`src/rtl/fetch_stage.sv`:
```
// Instruction-fetch stage with PC register, next-PC selection and the IF/ID
// pipeline register, plus saturating stall/flush event counters for debug.
module fetch_stage #(
    parameter logic [31:0] RESET_PC = 32'h0000_0000,
    parameter int          CNT_W    = 16,
    parameter logic [31:0] NOP_INST = 32'h0000_0000
) (
    input  logic             clk,
    input  logic             rst_n,
    input  logic             PCWrite,
    input  logic             IF_ID_Write,
    input  logic             IF_Flush,
    input  logic             PCSrc,
    input  logic             InstSrc,
    input  logic [31:0]      BranchTarget,
    input  logic [31:0]      InstMemData,
    output logic [31:0]      InstMemAddr,
    output logic [31:0]      IF_ID_Inst,
    output logic [31:0]      IF_ID_PC4,
    output logic             IF_ID_Valid,
    output logic [CNT_W-1:0] StallCount,
    output logic [CNT_W-1:0] FlushCount
);

    logic [31:0]      pc_q, pc_d;
    logic [31:0]      if_inst_q, if_inst_d;
    logic [31:0]      if_pc4_q, if_pc4_d;
    logic             if_valid_q, if_valid_d;
    logic [CNT_W-1:0] stall_cnt_q, stall_cnt_d;
    logic [CNT_W-1:0] flush_cnt_q, flush_cnt_d;

    logic [31:0] pc4;
    logic [31:0] jump_target;
    logic        flush_eff;

    function automatic logic [CNT_W-1:0] sat_inc(input logic [CNT_W-1:0] v);
        return (&v) ? v : v + {{(CNT_W-1){1'b0}}, 1'b1};
    endfunction

    always_comb begin
        pc4         = pc_q + 32'd4;
        // The jump being taken sits in ID, so its target comes from IF/ID.
        jump_target = {if_pc4_q[31:28], if_inst_q[25:0], 2'b00};
        // A stalled ID instruction must survive, so flushes need IF_ID_Write.
        flush_eff   = (IF_Flush | InstSrc) & IF_ID_Write;

        pc_d = pc_q;
        if (PCWrite) begin
            if (InstSrc)     pc_d = jump_target;
            else if (PCSrc)  pc_d = BranchTarget;
            else             pc_d = pc4;
        end

        if_inst_d  = if_inst_q;
        if_pc4_d   = if_pc4_q;
        if_valid_d = if_valid_q;
        if (IF_ID_Write) begin
            if (flush_eff) begin
                if_inst_d  = NOP_INST;
                if_pc4_d   = 32'd0;
                if_valid_d = 1'b0;
            end else begin
                if_inst_d  = InstMemData;
                if_pc4_d   = pc4;
                if_valid_d = 1'b1;
            end
        end

        stall_cnt_d = PCWrite ? stall_cnt_q : sat_inc(stall_cnt_q);
        flush_cnt_d = flush_eff ? sat_inc(flush_cnt_q) : flush_cnt_q;
    end

    always_ff @(posedge clk or negedge rst_n) begin
        if (!rst_n) begin
            pc_q        <= RESET_PC;
            if_inst_q   <= NOP_INST;
            if_pc4_q    <= 32'd0;
            if_valid_q  <= 1'b0;
            stall_cnt_q <= '0;
            flush_cnt_q <= '0;
        end else begin
            pc_q        <= pc_d;
            if_inst_q   <= if_inst_d;
            if_pc4_q    <= if_pc4_d;
            if_valid_q  <= if_valid_d;
            stall_cnt_q <= stall_cnt_d;
            flush_cnt_q <= flush_cnt_d;
        end
    end

    assign InstMemAddr = pc_q;
    assign IF_ID_Inst  = if_inst_q;
    assign IF_ID_PC4   = if_pc4_q;
    assign IF_ID_Valid = if_valid_q;
    assign StallCount  = stall_cnt_q;
    assign FlushCount  = flush_cnt_q;

endmodule

```
`config.mk`:
```
export PLATFORM = sky130hd
export DESIGN_NAME = fetch_stage
export DESIGN_NICKNAME = d
export VERILOG_FILES = /design/src/rtl/fetch_stage.sv
export SDC_FILE = /design/constraint.sdc
export NUM_CORES = 1
export LEC_CHECK = 0
export BUFFER_PORTS_ARGS = -buffer_cell sky130_fd_sc_hd__buf_2
export CAP_MARGIN = 20
export CORE_MARGIN = 2
export CORE_UTILIZATION = 52
export CTS_CLUSTER_SIZE = 20
export DETAILED_ROUTE_END_ITERATION = 7
export PLACE_DENSITY = 0.79
export SYNTH_ARGS = -nofsm -noshare
export SYNTH_HDL_FRONTEND = slang
export SYNTH_SLANG_ARGS = --single-unit
```
`constraint.sdc`:
```
create_clock -name clk -period 2.35 [get_ports clk]
set_input_delay 0.3525 -clock clk [delete_from_list [all_inputs] [get_ports clk]]
set_output_delay 0.3525 -clock clk [all_outputs]
set_load 0.05 [all_outputs]
```
==> run summary <==
Area Growth Syn to Fin = 27.0%
Final Non-Filler Cells = 1054
total gr overflow = 0
synth unique cells = 51
Post-CTS Setup Bufs = 0
drt total wl = 18.3 mm
top-count cell post-synth = dfrtp_1
starting DRC count in detailed routing = 557
clock root cell = clkbuf_16
Num CTS Buffers = 17
global-route wire length before repair = 28.8 mm
sequential area share after synthesis = 0.497
DR WL/cell = 17.3 um
Residual DRC = 0
met3 WL = 1.55 mm
number of cell rows = 40
Async S/R FF share, synth = 1.00
Mapped Area = 0.00650 sq mm
Port-buffer cells = 199
top cell type's share of synthesized area = 0.497
worst-margin pin slew = 1.04 ns
count of final setup violators = 0
Post-synth EDFFs = 0
Crit path required time = 2.64 ns
H-tree levels = 4
Crit. End Element = flip-flop
Hold/Removal Path Class = in2reg
Routed Antenna Nets = 0
maximum number of pins on one net before global-route repair = 66
clk sinks = 129
num ports = 200
outcome = finished, final reports clean
Cells after DPL = 1023
Final min period = 2.22 ns
dominant synthesized flop cell = dfrtp_1
met2 wire len = 8.50 mm
ANT cells = 0
Starting Density = 0.537
top cells by area, synth = dfrtp_1 50%, inv_1 4.0%, o21ai_0 3.9%, nand2_1 3.9%, xnor2_1 3.9%
uppermost layer routed = met4
Tot GR Track Use = 0.279
final hold violation count = 0
pwr dens = 887 mW/mm^2
Clock Path Buffers = 2
Worst-Skew Late Latency = 0.42 ns
post-synthesis cell count = 678
core area = 0.0121 sq mm
vias = 5836
Slew HR = 0.301
Synth Register Bits = 129
Final Skew = 0.00761 ns
RSZ-0062 raised after global routing = false
VDD IR-drop max = 0.00109 V
Post-Syn Nets = 752
# Max-Cap Violations = 0
share of post-route cells with drive strength above 1 = 0.296
routed vias/inst = 5.54
routability cong. = 0.894
clock slew at the register clock pins of the worst setup and hold paths = 0.05 ns
final setup TNS = 0 ns
Die X = 116 um
Die Y = 116 um
critical path type = reg2reg
Commonest cells post-synth = 129 x dfrtp_1, 69 x inv_1, 68 x nand2_1
die area = 0.0134 sq mm
leading area contributor after synthesis = dfrtp_1
R2R cell count = 6
initial antenna violation count = 0
M1 WL = 7.86 mm
maximum fanout along the worst path = 7
Worst Hold Depth = 3
dpl hpwl = 12.6 mm
period utilisation layout = 0.944
warning count from the yosys run = 0
CP arrival = 2.51 ns
mean post-synth cell area = 9.59 sq um
P_leak = 4.04 nW
DRT Pass-1 Iters = 6
Final Max Slew Viols = 0
CP startpoint kind = flip-flop
vias in the first global route = 5591
CTS tree = yes
fin nets = 949
FMAX = 451 MHz
[layout by cell type, fill, tap and decap left out, types with 3 or more instances in the layout]
cell type,synthesis,routed
and4_1,4,4
o21ai_0,51,51
nand3_1,30,30
nor4_1,6,5
a22o_1,15,15
nand4_1,15,15
nand2_1,68,68
xnor2_1,29,29
o2bb2ai_1,8,8
o22ai_1,29,29
xor2_1,27,27
a222oi_1,5,5
a22oi_1,12,12
clkinv_2,0,3
clkbuf_8,0,6
inv_1,69,69
a211oi_1,4,4
and3_1,14,14
buf_2,3,198
o31ai_1,9,9
clkbuf_16,0,17
nor2_1,34,34
nor3_1,12,12
a21oi_1,17,17
nand2b_1,3,3
buf_4,4,15
dfrtp_1,129,129
mux2_2,4,4
and2_1,4,4
ha_1,3,3
nor4_4,4,4
a21o_1,11,11
[logic make-up after synthesis]
logic type               after synthesis  synth area share
AO/OA/AOI/OAI                        173             0.177
XOR/XNOR                              56            0.0755
adder cells (fa/ha/maj)                3           0.00578
buffers and inverters                108            0.0710
flip-flops                           129             0.497
multiplexers                           5           0.00847
AND/OR/NAND/NOR                      204             0.165
[registers in the layout (all words and copies together) (netlist names)]
name,count
InstMemAddr,32
FlushCount,16
IF_ID_PC4,32
StallCount,16
IF_ID_Inst,32
IF_ID_Valid,1
[power breakdown]
part	internal, mW	switching (mW)
Sequential	2.47	0.319
Clock	1.71	0.916
Combinational	0.509	1.39
Total	4.69	2.63
[worst max-delay path, stage by stage, from the launching register on]
cell       delay (ns)
dfrtp_1          0.45
ha_1             0.28
inv_1            0.14
or4_4            0.60
nor4_4           0.30
o21ai_0          0.17
o2bb2ai_1        0.16
[final cells by class]
| cell class | instances | area, sq um |
|---|---|---|
| multi-input cells | 441 | 2820 |
| clock inverters | 5 | 75.1 |
| repair buffers | 216 | 1140 |
| fillers | 1014 | 3860 |
| inverters | 70 | 263 |
| well taps | 168 | 210 |
| clock buffers | 25 | 515 |
| flip-flops and latches | 129 | 3230 |
[per-stage QoR]
step / total power [mW] / worst slack, ns / instance area (sq um) / hold slack [ns] / util
after floorplan: 4.16 / 0.0414 / 6500 / 0.0569 / -
after global placement: 4.69 / 0.303 / 7640 / 0.292 / 0.631
after detailed placement: 4.71 / 0.227 / 7640 / 0.296 / 0.631
after CTS: 7.34 / 0.154 / 8250 / 0.126 / 0.681
after global routing: 7.61 / 0.0143 / 8250 / 0.131 / 0.681
final: 7.32 / 0.131 / 8250 / 0.134 / 0.681
[timing repair]
item                                    4_1_cts  5_1_grt
gates resized for setup                       0        1
endpoints found under the hold margin        40        0
endpoints found under the setup margin        0        1
hold buffers                                  1        0
[worst paths after layout]
path                            slack (ns)                     endpoint                       start
worst max-delay path                  0.13  InstMemAddr[24]$_DFFE_PN0P_  InstMemAddr[2]$_DFFE_PN0P_
worst min-delay path                  0.13   IF_ID_Inst[24]$_DFFE_PN0P_             InstMemData[24]
worst max register to register        0.13  InstMemAddr[24]$_DFFE_PN0P_  InstMemAddr[2]$_DFFE_PN0P_
worst min register to register        0.49   FlushCount[14]$_DFFE_PN0P_  FlushCount[14]$_DFFE_PN0P_
max in group asynchronous             1.23    IF_ID_Inst[0]$_DFFE_PN0P_                       rst_n
min in group asynchronous             0.41    IF_ID_PC4[25]$_DFFE_PN0P_                       rst_n
[routing by layer]
metal  vias to the layer above  global-route usage
li1                       2772                   -
met1                      2768               0.374
met2                       269               0.439
met3                        27              0.0727
met4                         0               0.106
met5                         -                   0
Note: power is estimated with default switching activity, not from simulation.
